File: src/rtl/systolic_job_arbiter.sv
// Round-robin arbiter sharing one systolic engine between N_REQ requesters, grant locked per job.
// Steers the granted lane's operand/result streams; watchdog aborts a job stalled for TIMEOUT cycles.
module systolic_job_arbiter #(
    parameter int N_REQ     = 2,
    parameter int IN_WORDS  = 8,
    parameter int OUT_WORDS = 8,
    parameter int TIMEOUT   = 1024
) (
    input  logic                  clk,
    input  logic                  reset,
    input  logic [N_REQ-1:0]      req_valid,
    output logic [N_REQ-1:0]      req_grant,
    input  logic [N_REQ-1:0]      req_in_valid,
    input  logic [N_REQ*64-1:0]   req_in_data,
    output logic [N_REQ-1:0]      req_in_ready,
    output logic [N_REQ-1:0]      req_out_valid,
    output logic [63:0]           req_out_data,
    input  logic [N_REQ-1:0]      req_out_ready,
    output logic [N_REQ-1:0]      job_done,
    output logic [N_REQ-1:0]      job_err,
    output logic                  eng_start,
    output logic                  eng_in_valid,
    output logic [63:0]           eng_in_data,
    input  logic                  eng_in_ready,
    input  logic                  eng_out_valid,
    input  logic [63:0]           eng_out_data,
    output logic                  eng_out_ready,
    input  logic                  eng_done,
    output logic                  eng_abort,
    output logic                  busy
);

    localparam int MAXW = (IN_WORDS > OUT_WORDS) ? IN_WORDS : OUT_WORDS;
    localparam int CW   = $clog2(MAXW + 1);
    localparam int WW   = $clog2(TIMEOUT);
    localparam int GW   = $clog2(N_REQ);

    typedef enum logic [2:0] {
        S_IDLE, S_START, S_LOAD, S_DRAIN, S_WAIT_DONE, S_RELEASE, S_ABORT
    } state_t;

    state_t          r_state, w_state_nxt;
    logic [GW-1:0]   r_rr_ptr, r_gnt_idx, w_win;
    logic [CW-1:0]   r_in_cnt, r_out_cnt;
    logic [WW-1:0]   r_wdog;
    logic            r_done_seen;

    logic [N_REQ-1:0] w_gnt_oh;
    logic             w_lane_in_vld, w_lane_out_rdy;
    logic [63:0]      w_lane_in_dat;
    logic             w_in_xfer, w_out_xfer, w_in_work, w_stall, w_wdog_exp;
    logic             w_in_last, w_out_last, w_done_any;

    // First requester at or after rr_ptr, wrapping around.
    always_comb begin
        w_win = '0;
        for (int i = N_REQ - 1; i >= 0; i--) begin
            if (req_valid[(int'(r_rr_ptr) + i) % N_REQ])
                w_win = GW'((int'(r_rr_ptr) + i) % N_REQ);
        end
    end

    assign w_gnt_oh       = {{(N_REQ-1){1'b0}}, 1'b1} << r_gnt_idx;
    assign w_lane_in_vld  = req_in_valid[r_gnt_idx];
    assign w_lane_in_dat  = req_in_data[{r_gnt_idx, 6'd0} +: 64];
    assign w_lane_out_rdy = req_out_ready[r_gnt_idx];

    assign w_in_xfer  = (r_state == S_LOAD)  && w_lane_in_vld && eng_in_ready;
    assign w_out_xfer = (r_state == S_DRAIN) && eng_out_valid && w_lane_out_rdy;
    assign w_in_work  = (r_state == S_LOAD) || (r_state == S_DRAIN) || (r_state == S_WAIT_DONE);
    assign w_stall    = w_in_work && !w_in_xfer && !w_out_xfer && !eng_done;
    assign w_wdog_exp = w_stall && (r_wdog == WW'(TIMEOUT - 1));
    assign w_in_last  = w_in_xfer  && (r_in_cnt  == CW'(IN_WORDS - 1));
    assign w_out_last = w_out_xfer && (r_out_cnt == CW'(OUT_WORDS - 1));
    assign w_done_any = r_done_seen || eng_done;

    always_comb begin
        w_state_nxt   = r_state;
        req_grant     = (r_state != S_IDLE) ? w_gnt_oh : '0;
        req_in_ready  = '0;
        req_out_valid = '0;
        req_out_data  = '0;
        job_done      = '0;
        job_err       = '0;
        eng_start     = 1'b0;
        eng_in_valid  = 1'b0;
        eng_in_data   = '0;
        eng_out_ready = 1'b0;
        eng_abort     = 1'b0;
        busy          = (r_state != S_IDLE);
        case (r_state)
            S_IDLE: if (|req_valid) w_state_nxt = S_START;
            S_START: begin
                eng_start   = 1'b1;
                w_state_nxt = S_LOAD;
            end
            S_LOAD: begin
                eng_in_valid = w_lane_in_vld;
                eng_in_data  = w_lane_in_dat;
                req_in_ready = w_gnt_oh & {N_REQ{eng_in_ready}};
                if (w_wdog_exp)     w_state_nxt = S_ABORT;
                else if (w_in_last) w_state_nxt = S_DRAIN;
            end
            S_DRAIN: begin
                req_out_valid = w_gnt_oh & {N_REQ{eng_out_valid}};
                req_out_data  = eng_out_data;
                eng_out_ready = w_lane_out_rdy;
                if (w_wdog_exp)      w_state_nxt = S_ABORT;
                else if (w_out_last) w_state_nxt = w_done_any ? S_RELEASE : S_WAIT_DONE;
            end
            S_WAIT_DONE: begin
                if (w_done_any)      w_state_nxt = S_RELEASE;
                else if (w_wdog_exp) w_state_nxt = S_ABORT;
            end
            S_RELEASE: begin
                job_done    = w_gnt_oh;
                w_state_nxt = S_IDLE;
            end
            S_ABORT: begin
                job_err     = w_gnt_oh;
                eng_abort   = 1'b1;
                w_state_nxt = S_IDLE;
            end
            default: w_state_nxt = S_IDLE;
        endcase
    end

    always_ff @(posedge clk or negedge reset) begin
        if (!reset) begin
            r_state     <= S_IDLE;
            r_rr_ptr    <= '0;
            r_gnt_idx   <= '0;
            r_in_cnt    <= '0;
            r_out_cnt   <= '0;
            r_wdog      <= '0;
            r_done_seen <= 1'b0;
        end else begin
            r_state <= w_state_nxt;
            case (r_state)
                S_IDLE: if (|req_valid) r_gnt_idx <= w_win;
                S_START: begin
                    r_in_cnt    <= '0;
                    r_out_cnt   <= '0;
                    r_wdog      <= '0;
                    r_done_seen <= 1'b0;
                end
                S_RELEASE, S_ABORT:
                    r_rr_ptr <= (r_gnt_idx == GW'(N_REQ - 1)) ? '0 : r_gnt_idx + 1'b1;
                default: ;
            endcase
            if (w_in_xfer)  r_in_cnt    <= r_in_cnt + 1'b1;
            if (w_out_xfer) r_out_cnt   <= r_out_cnt + 1'b1;
            if (w_in_work && eng_done) r_done_seen <= 1'b1;
            // Any handshake or engine completion restarts the stall count.
            if (w_in_work)  r_wdog      <= w_stall ? r_wdog + 1'b1 : '0;
        end
    end

endmodule
File: config.mk
export PLATFORM = sky130hd
export DESIGN_NAME = systolic_job_arbiter
export DESIGN_NICKNAME = d
export VERILOG_FILES = /design/src/rtl/systolic_job_arbiter.sv
export SDC_FILE = /design/constraint.sdc
export NUM_CORES = 1
export LEC_CHECK = 0
export BUFFER_PORTS_ARGS = -buffer_cell sky130_fd_sc_hd__buf_2
export CAP_MARGIN = 5
export CORE_AREA = 4 4 131 133
export CTS_BUF_LIST = sky130_fd_sc_hd__clkbuf_4 sky130_fd_sc_hd__clkbuf_8
export DETAILED_ROUTE_END_ITERATION = 6
export DIE_AREA = 0 0 135 137
export GPL_TIMING_DRIVEN = 0
export HOLD_SLACK_MARGIN = 0.05
export PLACE_DENSITY = 0.5
export SLEW_MARGIN = 20
export SYNTH_ARGS = -nofsm -noshare
export SYNTH_HDL_FRONTEND = slang
export SYNTH_SLANG_ARGS = --single-unit
File: constraint.sdc
create_clock -name clk -period 3.2 [get_ports clk]
set_input_delay 0 -clock clk [delete_from_list [all_inputs] [get_ports clk]]
set_output_delay 0 -clock clk [all_outputs]
set_load 0.05 [all_outputs]
Word-level counts from Yosys, hierarchy flattened
Index checks and enable logic that the tools add are counted.
{"block": "word_totals", "output_inout_bits": 143, "register_bits": 24, "elab_cells": 100, "in_bits": 203}
{"block": "classes", "n_lt_le_gt_ge": 3, "shift": 2, "n_addsub": 5, "reduce_logical": 27, "n_bitwise": 3, "muxes": 40, "eq_ne": 13}
{"operator": "$mux 64", "count": 2}
{"operator": "$shiftx 128x8->64", "count": 1}
{"operator": "$mux 10", "count": 3}
{"operator": "$mux 3", "count": 7}
{"operator": "$mux 1", "count": 19}
{"operator": "$pmux 3 s5", "count": 1}
{"operator": "$mux 4", "count": 3}
{"operator": "$logic_and 1x1->1", "count": 11}
{"operator": "$add 10x1->10 const B", "count": 1}
{"operator": "$eq 10x10->1 const B", "count": 1}
{"operator": "$mux 2", "count": 5}
{"operator": "$eq 3x3->1 const B", "count": 3}
{"operator": "$ne 3x3->1 const B", "count": 3}
{"operator": "$add 4x1->4 const B", "count": 2}
{"operator": "$eq 4x3->1 const B", "count": 2}
{"operator": "$reduce_bool 2->1", "count": 4}
{"operator": "$eq 3x2->1 const B", "count": 2}
{"operator": "$and 2x2->2", "count": 2}
{"operator": "$lt 1x2->1 const B", "count": 2}
{"operator": "$reduce_and 4->1", "count": 1}
{"operator": "$reduce_or 2->1", "count": 2}
{"operator": "$eq 3x1->1 const B", "count": 1}
{"operator": "$logic_not 1->1", "count": 3}
{"operator": "$logic_not 3->1", "count": 1}
{"operator": "8 further kinds", "count": 11}

Depth between registers and ports, before layout
{"block": "logic_depth", "ltp_word": 12, "ltp_mapped": 8, "ltp_nobuf": 7}

Worst setup path after synthesis
Ideal clock, no wire load.
{"block": "synth_path", "path_type": "register -> output", "from": "register r_state[2]", "to": "output eng_in_data[13]", "arrival_ns": 2.053, "path_slack_ns": 1.147, "path_stages_with_launch": 7, "required_time_ns": 3.200, "path_buffers": 4, "cell_sequence": "dfrtp_1 > buf_4 > or3b_1 > buf_2 > clkbuf_1 > buf_1 > nor2_1"}
{"block": "synth_between", "elab_chain_cells": 2}
{"item": "from (decl)", "line_no": "42", "source": "state_t r_state, w_state_nxt;"}
{"item": "from (signal assigned)", "line_no": "138", "source": "r_state <= w_state_nxt;"}
{"item": "$eq 3x2->1", "line_no": "91", "source": "case (r_state)"}
{"item": "$mux 64", "line_no": "91"}
{"item": "to (decl)", "line_no": "23", "source": "output logic [63:0] eng_in_data,"}
No other way between the ends.

Worst setup path in the final report
{"block": "layout_path", "from": "register r_state[1]", "to": "output req_out_data[37]"}
{"block": "layout_between", "elab_chain_cells": 2}
{"item": "$eq 3x2->1", "line_no": "91"}
{"item": "$mux 64", "line_no": "91"}
{"item": "to (decl)", "line_no": "17", "source": "output logic [63:0] req_out_data,"}
No other way between the ends.

==> results.yml <==
outcome:
  status: "finished clean"
sta:
  skew_ns: 0.006375
  maxSlewViolCount: 0
  finalSetupTns_ns: 0
  rsz0062_at_grt: "false"
  min_period_over_period_pct: 85.08
  max-slew-margin-rel_pct: 47.03
  hold_violations: 0
  finalSetupViolCount: 0
  fmax_mhz: 367.3
  fin_crit_ns: 2.723
  worst_pin_slew_ns: 0.7945
routing:
  drtIter0Drc: 142
  drc: 0
  wire_per_inst_um: 17.57
  num_vias: 3997
  drt-vias-per-instance: 4.159
  totalWireLength_um: 16880
  drtAntennaViolNets: 0
  dr.pass1.iters: 4
power_and_ir_drop:
  powerDensity_nw_per_um2: 951.5
  peakVddDrop_v: 0.0003702
  p_leak_nw: 2.981
finish:
  num-nets-final: 952
  diodes: 0
  area_growth_pct: 72.73
  final_core_util_pct: 31.39
  nFillCells: 1763
  layout-drive-gt1-share_pct: 48.32
global_routing:
  grt_pass1_vias: 4005
  grt_max_degree: 25
  grt_pass1_wl_um: 23840
  grtUsageTotal_pct: 16.87
  antenna_found_initial: 1
  grt.overflow.total: 0
critical_path:
  critPathTopFamily: "buffers and inverters"
  cp.required_ns: 3.20
  crit_arrival_ns: 2.72
  cp_num_buf_inv: 4
  crit_type: "flop to output pin"
  cp_max_fo: 10
  cp-end-kind: "output pin"
  crit_slowest_cell: "dfrtp_1"
  critPathLaunchType: "flop"
  critPathMostFrequentCell: "clkbuf_1"
  path_cells: "clkbuf_1 -> and3b_1 -> clkbuf_1 -> clkbuf_1 -> and2_1 -> buf_2"
  critical_path.max_stage_delay_ns: 0.48
floorplanning:
  core_area_um2: 15830
  dieArea_um2: 18500
  die_x_um: 135
  ioPinCount: 346
  rows: 46
  die_h_um: 137
  start_util_pct: 18.17
clock_network:
  clkTransAtPathRegs_ns: 0.09
  cts_buffers: 3
  clk_latency_ns: 0.27
  post_cts_buffers: 0
  cts_resized: 0
  cts_buffer_depth: 2
  cts_hold_buf: 4
  clockRootBuffer: "clkbuf_8"
  cts_tree: "built"
  h-tree-depth: 1
  cts_num_sinks: 24
synth:
  yosysUniqueCellTypes: 42
  syn_area_um2: 2877
  yosysSeqAreaShare_pct: 20.88
  netlist_instances: 392
  synth_edf_count: 0
  synthFlopType: "dfrtp_1"
  synthArstFlopShare_pct: 100.0
  synth_nets: 598
  synth_seq_cells: 24
  syn_area_per_cell_um2: 7.338
  synth_warnings: 0
hold_path:
  hold_class: "input pin to flop"
placed_design:
  place.gp.congestion: 0.9006
  io_buffer_count: 345
  dp_hpwl_um: 14880
job:
  max_cap_violations: 0
## power by group
part / leakage [nW] / internal [mW] / switching (mW)
combinational: 2.63 / 1.08 / 3.01
clock: 0.0288 / 0.110 / 0.101
sequential: 0.321 / 0.366 / 0.0644
total: 2.98 / 1.56 / 3.17
## cells by family (layout without fill, tap and decap cells)
logic type | Yosys count | in the layout | synth area share [%]
and+or+nand+nor | 216 | 216 | 38.54
muxes | 68 | 68 | 23.92
AOI/OAI and AO/OA | 46 | 46 | 10.09
buffers and inverters | 34 | 387 | 4.958
DFF | 24 | 24 | 20.88
adders and majority gates | 3 | 3 | 1.305
xor gates and xnor gates | 1 | 1 | 0.3045
## state kept, by name, indices dropped and copies added, names as in the netlist
signal and count:
r_wdog 10, r_rr_ptr 1, r_state 3, r_gnt_idx 1, r_done_seen 1, r_out_cnt 4, r_in_cnt 4
## metal layers
layer / global-route usage, % / wire length (um)
met1: 20.82 / 7030
met2: 29.68 / 8091
met3: 6.066 / 1666
met4: 1.008 / 74
met5: 0 / 20
## worst reg2reg max path, stage by stage (launching register included)
cell and delay (ns):
dfrtp_1 0.47, clkbuf_1 0.26, nor3b_1 0.50, nand3b_1 0.30
nand4b_1 0.29, mux2i_1 0.23, a31oi_1 0.06
## final timing paths
kind	slack, ns	cells after the start	startpoint	endpoint
max	0.48	6	r_state[1]	req_out_data[37]
min	0.17	4	eng_in_ready	r_in_cnt[1]
max reg2reg	0.96	6	r_state[0]	r_state[0]
min reg2reg	0.49	1	r_out_cnt[3]	r_out_cnt[3]
max in group asynchronous	2.54	2	reset	r_wdog[2]
min in group asynchronous	0.27	2	reset	r_wdog[8]
## cell usage after synthesis (5+ instances only)
cell      instances  area share (%)
nor3_1            9             1.6
nand3_1           8             1.4
o21ai_0          21             3.7
inv_1             5            0.65
buf_1             6            0.78
mux2i_1          66              23
clkbuf_1         18             2.3
and2_1           65              14
nand2_1          25             3.3
nor2_1           80              10
dfrtp_1          24              21
## cell usage in the layout (no fill, tap or decap), drive strengths merged, types with 2 or more instances in the layout
master       count
buf            356
nor2            80
mux2i           68
and2            65
nand2           25
dfrtp           24
clkbuf          22
o21ai           21
nor3            10
nand3            8
inv              5
nand4b           4
and3             4
a31oi            4
o21bai           4
a21o             4
a21oi            4
a22o             4
dlygate4sd3      4
nor2b            3
nand4            3
ha               3
nor3b            3
nand2b           2
or3              2
nor4             2
nand3b           2
## stage by stage
| stage | cell area, um^2 | hold slack (ns) | cells | setup WS, ns | total power, mW |
|---|---|---|---|---|---|
| after floorplan | 2877 | -0.2956 | 392 | 1.147 | 3.503 |
| after global placement | 4873 | 0.04491 | 953 | 0.7707 | 4.549 |
| after detailed placement | 4873 | 0.04280 | 953 | 0.7599 | 4.535 |
| after CTS | 4969 | 0.1781 | 961 | 0.4453 | 4.776 |
| after global routing | 4969 | 0.1954 | 961 | 0.2398 | 5.037 |
| final | 4969 | 0.1740 | 961 | 0.4775 | 4.727 |
## final cells by class
| cell class | count | area, um^2 | share of cell area (%) |
|---|---|---|---|
| inverter | 5 | 18.77 | 0.3777 |
| sequential | 24 | 600.6 | 12.09 |
| timing repair buffer | 349 | 1767 | 35.56 |
| clock buffer | 4 | 55.05 | 1.108 |
| tap | 216 | 270.3 | 5.439 |
| buffer | 29 | 123.9 | 2.493 |
| multi-input combinational | 334 | 2133 | 42.94 |
Power figures use the tool's default switching activity.
